$ cat src/rtl/board_line_clearer_if.sv
// Board RAM and control bundle between the line clearer and the game logic / RAM.
// The master side is the clearer; the slave side is the RAM plus whoever issues start.
interface board_line_clearer_if #(
  parameter int COLS = 10
);
  logic            start;
  logic [5:0]      rdaddress;
  logic [COLS-1:0] dataIn;
  logic [5:0]      wraddress;
  logic [COLS-1:0] dataOut;
  logic            wren;
  logic            busy;
  logic            done;
  logic [5:0]      linesCleared;

  modport master (
    input  start, dataIn,
    output rdaddress, wraddress, dataOut, wren, busy, done, linesCleared
  );

  modport slave (
    output start, dataIn,
    input  rdaddress, wraddress, dataOut, wren, busy, done, linesCleared
  );
endinterface

$ cat src/rtl/board_line_clearer.sv
// Removes full rows from the board RAM in place, scanning bottom to top,
// compacting survivors downward and zero-filling the vacated top rows.
module board_line_clearer #(
  parameter int ROWS = 40,
  parameter int COLS = 10
) (
  input  logic                 Clock,
  input  logic                 Reset,
  board_line_clearer_if.master bus
);

  typedef enum logic [2:0] {IDLE, READ, CHECK, FILL, DONE} state_t;

  localparam logic [5:0]      LAST_ROW = 6'(ROWS - 1);
  localparam logic [COLS-1:0] FULL_ROW = '1;

  state_t     state_reg, state_next;
  logic [5:0] src_reg, src_next;
  logic [5:0] dst_reg, dst_next;
  logic [5:0] count_reg, count_next;
  logic [5:0] fillLeft_reg, fillLeft_next;
  logic [5:0] rdaddress_reg, rdaddress_next;
  logic [5:0] linesCleared_reg, linesCleared_next;
  logic [5:0] count_now;

  always_ff @(posedge Clock) begin
    if (Reset) begin
      state_reg        <= IDLE;
      src_reg          <= '0;
      dst_reg          <= '0;
      count_reg        <= '0;
      fillLeft_reg     <= '0;
      rdaddress_reg    <= '0;
      linesCleared_reg <= '0;
    end else begin
      state_reg        <= state_next;
      src_reg          <= src_next;
      dst_reg          <= dst_next;
      count_reg        <= count_next;
      fillLeft_reg     <= fillLeft_next;
      rdaddress_reg    <= rdaddress_next;
      linesCleared_reg <= linesCleared_next;
    end
  end

  always_comb begin
    state_next        = state_reg;
    src_next          = src_reg;
    dst_next          = dst_reg;
    count_next        = count_reg;
    fillLeft_next     = fillLeft_reg;
    rdaddress_next    = rdaddress_reg;
    linesCleared_next = linesCleared_reg;
    count_now         = count_reg;
    bus.wren          = 1'b0;
    bus.wraddress     = dst_reg;
    bus.dataOut       = '0;
    bus.done          = 1'b0;

    case (state_reg)
      IDLE: begin
        if (bus.start) begin
          state_next        = READ;
          src_next          = LAST_ROW;
          dst_next          = LAST_ROW;
          count_next        = '0;
          linesCleared_next = '0;
          rdaddress_next    = LAST_ROW;
        end
      end

      READ: state_next = CHECK;

      CHECK: begin
        // dst >= src always, so row src has been read before anything lands on it.
        if (bus.dataIn == FULL_ROW) begin
          count_now = count_reg + 6'd1;
        end else begin
          bus.wren    = 1'b1;
          bus.dataOut = bus.dataIn;
          if (dst_reg != 6'd0) dst_next = dst_reg - 6'd1;
        end
        count_next = count_now;
        if (src_reg == 6'd0) begin
          state_next    = FILL;
          fillLeft_next = count_now;
        end else begin
          src_next       = src_reg - 6'd1;
          rdaddress_next = src_reg - 6'd1;
          state_next     = READ;
        end
      end

      FILL: begin
        if (fillLeft_reg == 6'd0) begin
          state_next        = DONE;
          linesCleared_next = count_reg;
        end else begin
          bus.wren      = 1'b1;
          fillLeft_next = fillLeft_reg - 6'd1;
          if (dst_reg != 6'd0) dst_next = dst_reg - 6'd1;
        end
      end

      DONE: begin
        bus.done   = 1'b1;
        state_next = IDLE;
      end

      default: state_next = IDLE;
    endcase
  end

  assign bus.busy         = (state_reg != IDLE);
  assign bus.rdaddress    = rdaddress_reg;
  assign bus.linesCleared = linesCleared_reg;

endmodule

$ cat src/flat_wrapper.sv
// flat-port wrapper written by rule: the top's interface ports become plain ports
module board_line_clearer_flat 
#(
  parameter int ROWS = 40,
  parameter int COLS = 10
)
  (Clock, Reset, bus_start, bus_dataIn, bus_rdaddress, bus_wraddress, bus_dataOut, bus_wren, bus_busy, bus_done, bus_linesCleared);
  board_line_clearer_if #(.COLS(COLS)) bus_i ();
  input  logic Clock;
  input  logic Reset;
  input wire logic [$bits(bus_i.start)-1:0] bus_start;
  input wire logic [$bits(bus_i.dataIn)-1:0] bus_dataIn;
  output wire logic [$bits(bus_i.rdaddress)-1:0] bus_rdaddress;
  output wire logic [$bits(bus_i.wraddress)-1:0] bus_wraddress;
  output wire logic [$bits(bus_i.dataOut)-1:0] bus_dataOut;
  output wire logic [$bits(bus_i.wren)-1:0] bus_wren;
  output wire logic [$bits(bus_i.busy)-1:0] bus_busy;
  output wire logic [$bits(bus_i.done)-1:0] bus_done;
  output wire logic [$bits(bus_i.linesCleared)-1:0] bus_linesCleared;
  assign bus_i.start = bus_start;
  assign bus_i.dataIn = bus_dataIn;
  assign bus_rdaddress = bus_i.rdaddress;
  assign bus_wraddress = bus_i.wraddress;
  assign bus_dataOut = bus_i.dataOut;
  assign bus_wren = bus_i.wren;
  assign bus_busy = bus_i.busy;
  assign bus_done = bus_i.done;
  assign bus_linesCleared = bus_i.linesCleared;
  board_line_clearer #(.ROWS(ROWS), .COLS(COLS)) u_core (.Clock(Clock), .Reset(Reset), .bus(bus_i));
endmodule
$ cat config.mk
export PLATFORM = sky130hd
export DESIGN_NAME = board_line_clearer_flat
export DESIGN_NICKNAME = d
export VERILOG_FILES = /design/src/rtl/board_line_clearer_if.sv /design/src/rtl/board_line_clearer.sv /design/src/flat_wrapper.sv
export SDC_FILE = /design/constraint.sdc
export NUM_CORES = 1
export LEC_CHECK = 0
export ABC_CLOCK_PERIOD_IN_PS = 2000
export CORE_MARGIN = 2
export CORE_UTILIZATION = 52
export CTS_BUF_LIST = sky130_fd_sc_hd__clkbuf_4
export DETAILED_ROUTE_END_ITERATION = 10
export GPL_TIMING_DRIVEN = 0
export PLACE_DENSITY_LB_ADDON = 0.2
export SLEW_MARGIN = 20
export SYNTH_ARGS = -nofsm -noshare
export SYNTH_HDL_FRONTEND = slang
export SYNTH_SLANG_ARGS = --single-unit
$ cat constraint.sdc
create_clock -name Clock -period 2 [get_ports Clock]
set_input_delay 0.2 -clock Clock [delete_from_list [all_inputs] [get_ports Clock]]
set_output_delay 0.2 -clock Clock [all_outputs]
set_load 0.02 [all_outputs]
== Word level (Yosys, flattened, before mapping) ==
Index checks and enable logic that the tools add are counted.

* Input bits: 13
* Output and inout bits: 31
* Memories: 0
* Latch bits: 0
* Register bits after elaboration: 33
* Memory bits (read-only): 0
* Logic and storage cells: 61
* Memory bits (writable): 0

* Shift operators: 0
* Magnitude comparators: 0
* Reduce and logical (&&, ||, !) cells: 15
* Divide/modulo/power cells: 0
* $mul: 0
* Bitwise logic cells: 0
* Equality and inequality tests: 11
* $add $sub $neg: 4
* Muxes and demuxes: 25

{| class="wikitable"
|+ Operator list
! kind !! count
|-
| $mux 6 || 10
|-
| $pmux 6 s2 || 4
|-
| $mux 10 || 2
|-
| $pmux 6 s3 || 1
|-
| $sub 6x1->6 const B || 3
|-
| $logic_not 6->1 || 2
|-
| $pmux 3 s4 || 1
|-
| $eq 10x10->1 const B || 1
|-
| $reduce_and 3->1 || 3
|-
| $ne 2x2->1 const B || 4
|-
| $add 6x1->6 const B || 1
|-
| $eq 3x2->1 const B || 2
|-
| $mux 3 || 2
|-
| $reduce_bool 2->1 || 3
|-
| $reduce_bool 3->1 || 2
|-
| $reduce_bool 6->1 || 1
|-
| $ne 2x1->1 const B || 2
|-
| $reduce_and 2->1 || 2
|-
| $reduce_and 4->1 || 1
|-
| $eq 3x1->1 const B || 1
|-
| $eq 3x3->1 const B || 1
|-
| $logic_not 3->1 || 1
|-
| $mux 1 || 3
|-
| $mux 2 || 1
|-
| $pmux 1 s2 || 1
|}

== Logic depth before layout (Yosys ltp) ==
Gate-level depths: netlist (run 1).

* Depth after elaboration: 4
* Depth in mapped cells: 8

== Worst setup path before layout (run 1) ==
OpenSTA, ideal clock, no wires.

* Kind: register -> register
* Start point: register u_core.dst_reg[0] (netlist: u_core.bus.wraddress[0])
* End point: register u_core.dst_reg[4] (netlist: u_core.bus.wraddress[4])
* Cell stages (with the launch flop): 9
* Period minus slack after synthesis: 2030 ps
* Data required time: 1930 ps
* Setup slack: -30 ps
* Arrival time: 1960 ps
* Path through: dfxtp_1 -> inv_1 -> ha_1 -> nor2b_1 -> a2111oi_4 -> a22oi_2 -> buf_6 -> or3_1 -> a21oi_1

* Word-level cells in the longest chain between the ends: 4
* Elaborated cells on any way between the ends: 6

{| class="wikitable"
|+ RTL lines
! item !! RTL line !! RTL
|-
| start, declared || board_line_clearer.sv:19 || <nowiki>logic [5:0] dst_reg, dst_next;</nowiki>
|-
| start signal, assigned || board_line_clearer.sv:38 || <nowiki>dst_reg <= dst_next;</nowiki>
|-
| $sub 6x1->6 / $reduce_bool 6->1 (equally long branches) || board_line_clearer.sv:81, board_line_clearer.sv:101 ||
|-
| $mux 6 * || board_line_clearer.sv:81, board_line_clearer.sv:101 ||
|-
| $mux 6 (on tied branches) || board_line_clearer.sv:95, board_line_clearer.sv:76 ||
|-
| $pmux 6 s3 * || board_line_clearer.sv:60 || <nowiki>case (state_reg)</nowiki>
|}

Mark *: on every way between the ends. The rest lies on a longest branch, timed or not. The select of a mux whose other input is x is not followed.
A chain may end at the register's enable or synchronous reset.

== Worst setup path after layout (run 1) ==
* Start point: register u_core.state_reg[1]
* End point: output port bus_wren

* Word-level cells in the longest chain between the ends: 2
* Elaborated cells on any way between the ends: 3

{| class="wikitable"
|+ RTL lines
! item !! RTL line !! RTL
|-
| start, declared || board_line_clearer.sv:17 || <nowiki>state_t state_reg, state_next;</nowiki>
|-
| start signal, assigned || board_line_clearer.sv:36 || <nowiki>state_reg <= state_next;</nowiki>
|-
| $eq 3x2->1 || board_line_clearer.sv:60 ||
|-
| $pmux 1 s2 * || board_line_clearer.sv:60 ||
|-
| end, declared || flat_wrapper.sv:16 || <nowiki>output wire logic [$bits(bus_i.wren)-1:0] bus_wren;</nowiki>
|}

Mark *: on every way between the ends. The rest lies on a longest branch, timed or not.

==> results of run 1 <==
## cell usage after synthesis (2+ instances only)
| cell type | count | area share, % |
|---|---|---|
| nor2_2 | 2 | 0.63 |
| a311oi_2 | 2 | 1.5 |
| buf_2 | 2 | 0.51 |
| a31oi_1 | 4 | 1.3 |
| a211oi_1 | 4 | 1.5 |
| nand4_1 | 6 | 1.9 |
| nand3_1 | 10 | 2.5 |
| ha_1 | 7 | 4.4 |
| a22o_1 | 6 | 2.7 |
| a21oi_1 | 15 | 3.8 |
| buf_6 | 2 | 1.1 |
| o21ai_0 | 11 | 2.8 |
| clkbuf_1 | 6 | 1.1 |
| nand2b_1 | 2 | 0.63 |
| a22oi_1 | 2 | 0.76 |
| xor2_1 | 5 | 2.2 |
| nand2_1 | 15 | 2.9 |
| nor3_1 | 8 | 2.0 |
| nor2_1 | 21 | 4.0 |
| dfxtp_1 | 33 | 33 |
| inv_1 | 10 | 1.9 |
| o211ai_1 | 4 | 1.5 |
| o31ai_1 | 2 | 0.76 |
| nor4_1 | 5 | 1.6 |
| nor2b_1 | 2 | 0.63 |
| or3_1 | 5 | 1.6 |
| nor3_2 | 2 | 1.0 |
| and3_1 | 12 | 3.8 |
## repair_timing
action	in CTS	in global routing
buffers inserted	2	5
setup endpoints to repair	13	20
hold endpoints to repair	0	0
resized for setup	64	36
pin swaps	2	9
hold buffers	0	0
## layout make-up
| cell class | count | area, um^2 | share of cell area (%) |
|---|---|---|---|
| flip-flops and latches | 33 | 669.4 | 25.15 |
| well taps | 48 | 60.06 | 2.257 |
| repair buffers | 50 | 471.7 | 17.72 |
| multi-input cells | 177 | 1297 | 48.75 |
| plain buffers | 11 | 76.32 | 2.868 |
| inverters | 10 | 37.54 | 1.410 |
| clock inverters | 1 | 3.754 | 0.1410 |
| clock buffers | 6 | 45.04 | 1.693 |
## final timing paths
check	to	slack, ps	cells after the start
hold / removal	u_core.src_reg[0]	470	1
setup / recovery	bus_wren	80	6
setup reg to reg	u_core.fillLeft_reg[2]	90	7
hold reg to reg	u_core.src_reg[0]	470	1
## worst reg2reg max path: stages (launching register included)
cell and delay, ps:
dfxtp_4 370, inv_1 80, ha_2 180, or4b_4 480, nor3_1 300, a31oi_1 80
o211ai_1 210, o41ai_2 100
## power by group through the flow
stage	clock network, W	registers, W	logic, W
6_report	0.000364	0.000738	0.000464
2_1_floorplan	0	0.000779	0.000251
5_1_grt	0.000398	0.000745	0.000507
3_5_place_dp	0	0.000748	0.000445
3_3_place_gp	0	0.000746	0.000441
4_1_cts	0.000370	0.000735	0.000442
## routing by layer
metal | wire length [um] | track usage (%)
met2 | 2281 | 38.65
met3 | 337 | 5.479
met5 | 0 | 0
met4 | 37 | 3.646
met1 | 2287 | 34.19
## stage by stage
step	setup WS [ps]	instances	cell area (um^2)	hold WS (ps)
detailed placement	-537.3	322	2465	468.3
CTS	-9.611	331	2519	473.4
global route	-10.86	336	2661	481.5
global placement	-521.6	322	2465	468.3
finish	84.68	336	2661	466.6
floorplan	0.9175	231	1974	417.5
## kinds of logic after synthesis
logic type | Yosys count | share of synthesized area [%]
simple gates | 101 | 29.80
compound gates | 63 | 24.54
flops | 33 | 33.48
buf+inv | 21 | 5.073
fa+ha+maj | 7 | 4.439
xor+xnor | 6 | 2.663
==> results.toml, run 1 <==
[status]
status = "completed"

[finish]
nets = 308
n_fill_cell = 286
final_common_cell = "dfxtp_1"
final_cell_mix = "dfxtp_1 (28), nor2_1 (21), clkdlybuf4s50_1 (20)"
drive_above_1_share_pct = 23.26
utilization_pct = 72.69
antenna_cells = 0
area_growth_syn_to_layout_pct = 34.88

[yosys]
yosysSeqAreaShare_pct = 33.48
synth_fp_nets = 251
synthArstFlopShare_pct = 0
synth_edf_count = 0
syn_area_per_cell_um2 = 8.542
synth_ff_type = "dfxtp_1"
ys_warn_count = 0
syn_area_mm2 = 0.001973
ys_types = 54
synth_cells = 231
synth_seq_cells = 33

[timing]
fin_crit_ps = 1915
worstMarginPinSlew_ps = 620.7
clock_skew_ps = 12.26
fin_crit_sh_pct = 95.77
maxSlewHeadroom_pct = 58.30
drv_slew = 0
grt_setup_unrepaired = "yes"
setup_tns_ps = 0
hold_violations = 0
setup_viol = 0
fmax_ghz = 0.5221

[global_routing]
grt_pass1_vias = 1796
antenna_found_initial = 0
grt_max_degree = 11
grt-ovfl-total = 0
grt_pass1_wl_mm = 8.259
grt_usage_pct = 24.24

[clocking]
clk_pin_slew_ps = 100
cts_max_level = 2
cts-root-buf = "clkbuf_4"
insertion_delay_ps = 340
clockBufferDepth = 2
cts_made_buffers = 5
clkSinkCount = 33
cts_tree = "done"

[place]
dp_hpwl_mm = 3.601
io_buffers = 43
place.gp.congestion = 0.8428

[routing]
drc = 0
first_pass_iters = 4
vias_per_cell = 5.896
wirelength_mm = 4.943
drtAntennaViolNets = 0
vias = 1981
wl_per_cell_um = 14.71
first_iter_violations = 182

[power_and_ir_drop]
finalPower_w = 0.001565
powerDensity_mw_per_mm2 = 588.1
p_comb_share_pct = 29.6
power_frac_seq_pct = 47.2
switching_share_pct = 33.72
max-vdd-ir-drop_v = 0.0004155
leakagePower_nw = 1.116
internal_power_w = 0.001037
clkPwrFrac_pct = 23.2
p_switching_w = 0.0005277

[critical_path]
path_class = "flip-flop to output pin"
crit_slowest_cell = "dfxtp_1"
startpoint = "u_core.state_reg[1]"
path_cells = "buf_4, nor2b_4, and2_4, nand2_1, o21ai_0, clkdlybuf4s15_2"
cp-end-kind = "output pin"
reg2reg_from = "u_core.src_reg[0]"
critPathBufInv = 2
critPathLaunchType = "flip-flop"
worst-path-max-fanout = 10
critical_path_required_ps = 1800
critPathArrivalTime_ps = 1720
crit_path_max_incr_delay_ps = 350
cp_top_family = "simple AND/OR/NAND/NOR gates"

[min_path]
hp-class = "flip-flop to flip-flop"
min_from = "u_core.src_reg[0]"

[job]
maxCapViolations = 0

[die]
dieArea_mm2 = 0.004303
die_w_um = 65.60
die_h_um = 65.60
start_util_pct = 53.90
num_rows = 22
coreArea_mm2 = 0.003661
io-pin-count = 44
No activity file was read; power rests on OpenSTA's default activity.
==> run 2, diff against run 1 <==
--- a/config.mk
+++ b/config.mk
@@ -6,7 +6,7 @@
 export NUM_CORES = 1
 export LEC_CHECK = 0
 export ABC_CLOCK_PERIOD_IN_PS = 2000
-export CORE_MARGIN = 2
+export CORE_MARGIN = 4
 export CORE_UTILIZATION = 52
 export CTS_BUF_LIST = sky130_fd_sc_hd__clkbuf_4
 export DETAILED_ROUTE_END_ITERATION = 10
==> run 2 against run 1 <==
  * Sequential power hardly changed
  * Clock skew is 4.1 ps higher
  * Flip-flop and latch count stayed put
  * Register-to-register slack hardly changed
  * Final cell count is 0.30% higher
  * Largest cell class unchanged
  * Via count is 2.1% higher
  * Combinational power hardly changed
  * Hold slack better by 26 ps
==> results.toml, run 2 (same netlist as run 1, synthesis figures left out) <==
[timing]
setup_viol = 0
setup_ws_ps = 34.96
fin_crit_sh_pct = 98.25
hold_slack_ps = 492.4
fmax_ghz = 0.5089
fin_crit_ps = 1965
maxSlewHeadroom_pct = 55.57
worstMarginPinSlew_ps = 660.4
clock_skew_ps = 16.33
hold_violations = 0
drv_slew = 0

[power_and_ir_drop]
max-vdd-ir-drop_v = 0.0004995
clkPwrFrac_pct = 29.8
internal_power_w = 0.001170
switching_share_pct = 31.52
leakagePower_nw = 1.083
powerDensity_mw_per_mm2 = 644.8
power_frac_seq_pct = 43.2
p_comb_share_pct = 27.0
p_switching_w = 0.0005386
finalPower_w = 0.001709

[global_routing]
grt-ovfl-total = 0
grt_max_degree = 11
antenna_found_initial = 0
grt_usage_pct = 19.96
grt_pass1_vias = 1755
grt_pass1_wl_mm = 8.086

[place]
dp_cells = 322
post-place-ws_ps = -546.4
io_buffers = 43
dpl-instance-area_mm2 = 0.002465
dp_hpwl_mm = 3.709
place.gp.congestion = 0.8354

[clocking]
cts-root-buf = "clkbuf_4"
insertion_delay_ps = 340
cts_made_buffers = 5
clk_pin_slew_ps = 90
cts_tree = "done"
cts_hold_buf = 0
clkSinkCount = 33
cts_max_level = 2
clockBufferDepth = 2

[die]
num_rows = 22
die_h_um = 69.60
io-pin-count = 44
start_util_pct = 53.90
dieArea_mm2 = 0.004844
die_w_um = 69.60
coreArea_mm2 = 0.003661

[routing]
drc = 0
wirelength_mm = 5.108
wl_per_cell_um = 15.16
first_pass_iters = 4
vias = 2022
first_iter_violations = 208
vias_per_cell = 6.000
drtAntennaViolNets = 0

[finish]
final_common_cell = "dfxtp_1"
design_area_mm2 = 0.002650
antenna_cells = 0
nets = 308
n_fill_cell = 283
area_growth_syn_to_layout_pct = 34.31
layout.cells.non_filler = 337
final_cell_mix = "dfxtp_1 (28), clkdlybuf4s50_1 (23), nor2_1 (21)"
drive_above_1_share_pct = 23.53

[critical_path]
critPathArrivalTime_ps = 1770
worst-path-max-fanout = 10
critPathLaunchType = "input pin"
cp-end-kind = "output pin"
path_class = "input pin to output pin"
critical_path_required_ps = 1800

[min_path]
hp-class = "flip-flop to flip-flop"

[job]
maxCapViolations = 0

[status]
status = "completed"
## run 2: changes by cell type in the layout (fill, tap and decap cells not counted), sizes merged
cell and delta:
clkdlybuf4s15 -1, dlygate4sd2 +1, bufinv +1, dlymetal6s2s -4, clkbuf +1, clkdlybuf4s50 +3
## run 2: area by class of cell
class                      instances  area [um^2]  share of cell area, %
multi-input combinational        177         1290                  48.68
sequential                        33        669.4                  25.26
timing repair buffer              50        427.9                  16.15
buffer                            11        86.33                  3.258
tap                               48        60.06                  2.266
clock buffer                       6        45.04                  1.700
inverter                          10        37.54                  1.416
clock inverter                     2        33.78                  1.275
## run 2: power groups by stage
stage,clock network (W),logic [W],registers [W]
2_1_floorplan,0,0.000251,0.000779
3_3_place_gp,0,0.000442,0.000746
3_5_place_dp,0,0.000446,0.000748
4_1_cts,0.000512,0.000443,0.000734
5_1_grt,0.000548,0.000506,0.000744
6_report,0.000509,0.000462,0.000738
## run 2: worst paths after layout
path,slack [ps],cells past startpoint,start,endpoint
setup / recovery,30,7,bus_dataIn[2],bus_dataOut[2]
hold / removal,490,1,u_core.bus.linesCleared[1],u_core.bus.linesCleared[1]
setup reg to reg,90,7,u_core.src_reg[0],u_core.fillLeft_reg[2]
hold reg to reg,490,1,u_core.bus.linesCleared[1],u_core.bus.linesCleared[1]
## run 2: routing by layer
metal | wire length [um] | up-vias | GRT usage (%)
met2 | 2356 | 85 | 32.31
met5 | 0 | - | 0
li1 | - | 985 | -
met4 | 38 | 0 | 1.952
met1 | 2337 | 944 | 28.03
met3 | 376 | 8 | 4.493
## run 2: critical path, stage by stage
cell and delay (ps):
clkdlybuf4s50_1 480, nand4_1 130, or3_1 350, buf_6 140, clkbuf_8 140, and3_1 180
buf_2 150
## run 2: repair_timing
| item | 4_1_cts | 5_1_grt |
|---|---|---|
| resized for setup | 68 | 23 |
| endpoints found under the setup margin | 12 | 20 |
| pin swaps | 2 | 9 |
| buffers inserted | 1 | 6 |
## run 2: metrics by stage
stage / utilization, % / TNS (ps)
after global placement: 67.33 / -6187
final: 72.39 / 0
after floorplan: - / 0
after detailed placement: 67.33 / -6878
after CTS: 69.79 / 0
after global routing: 72.39 / -112.0
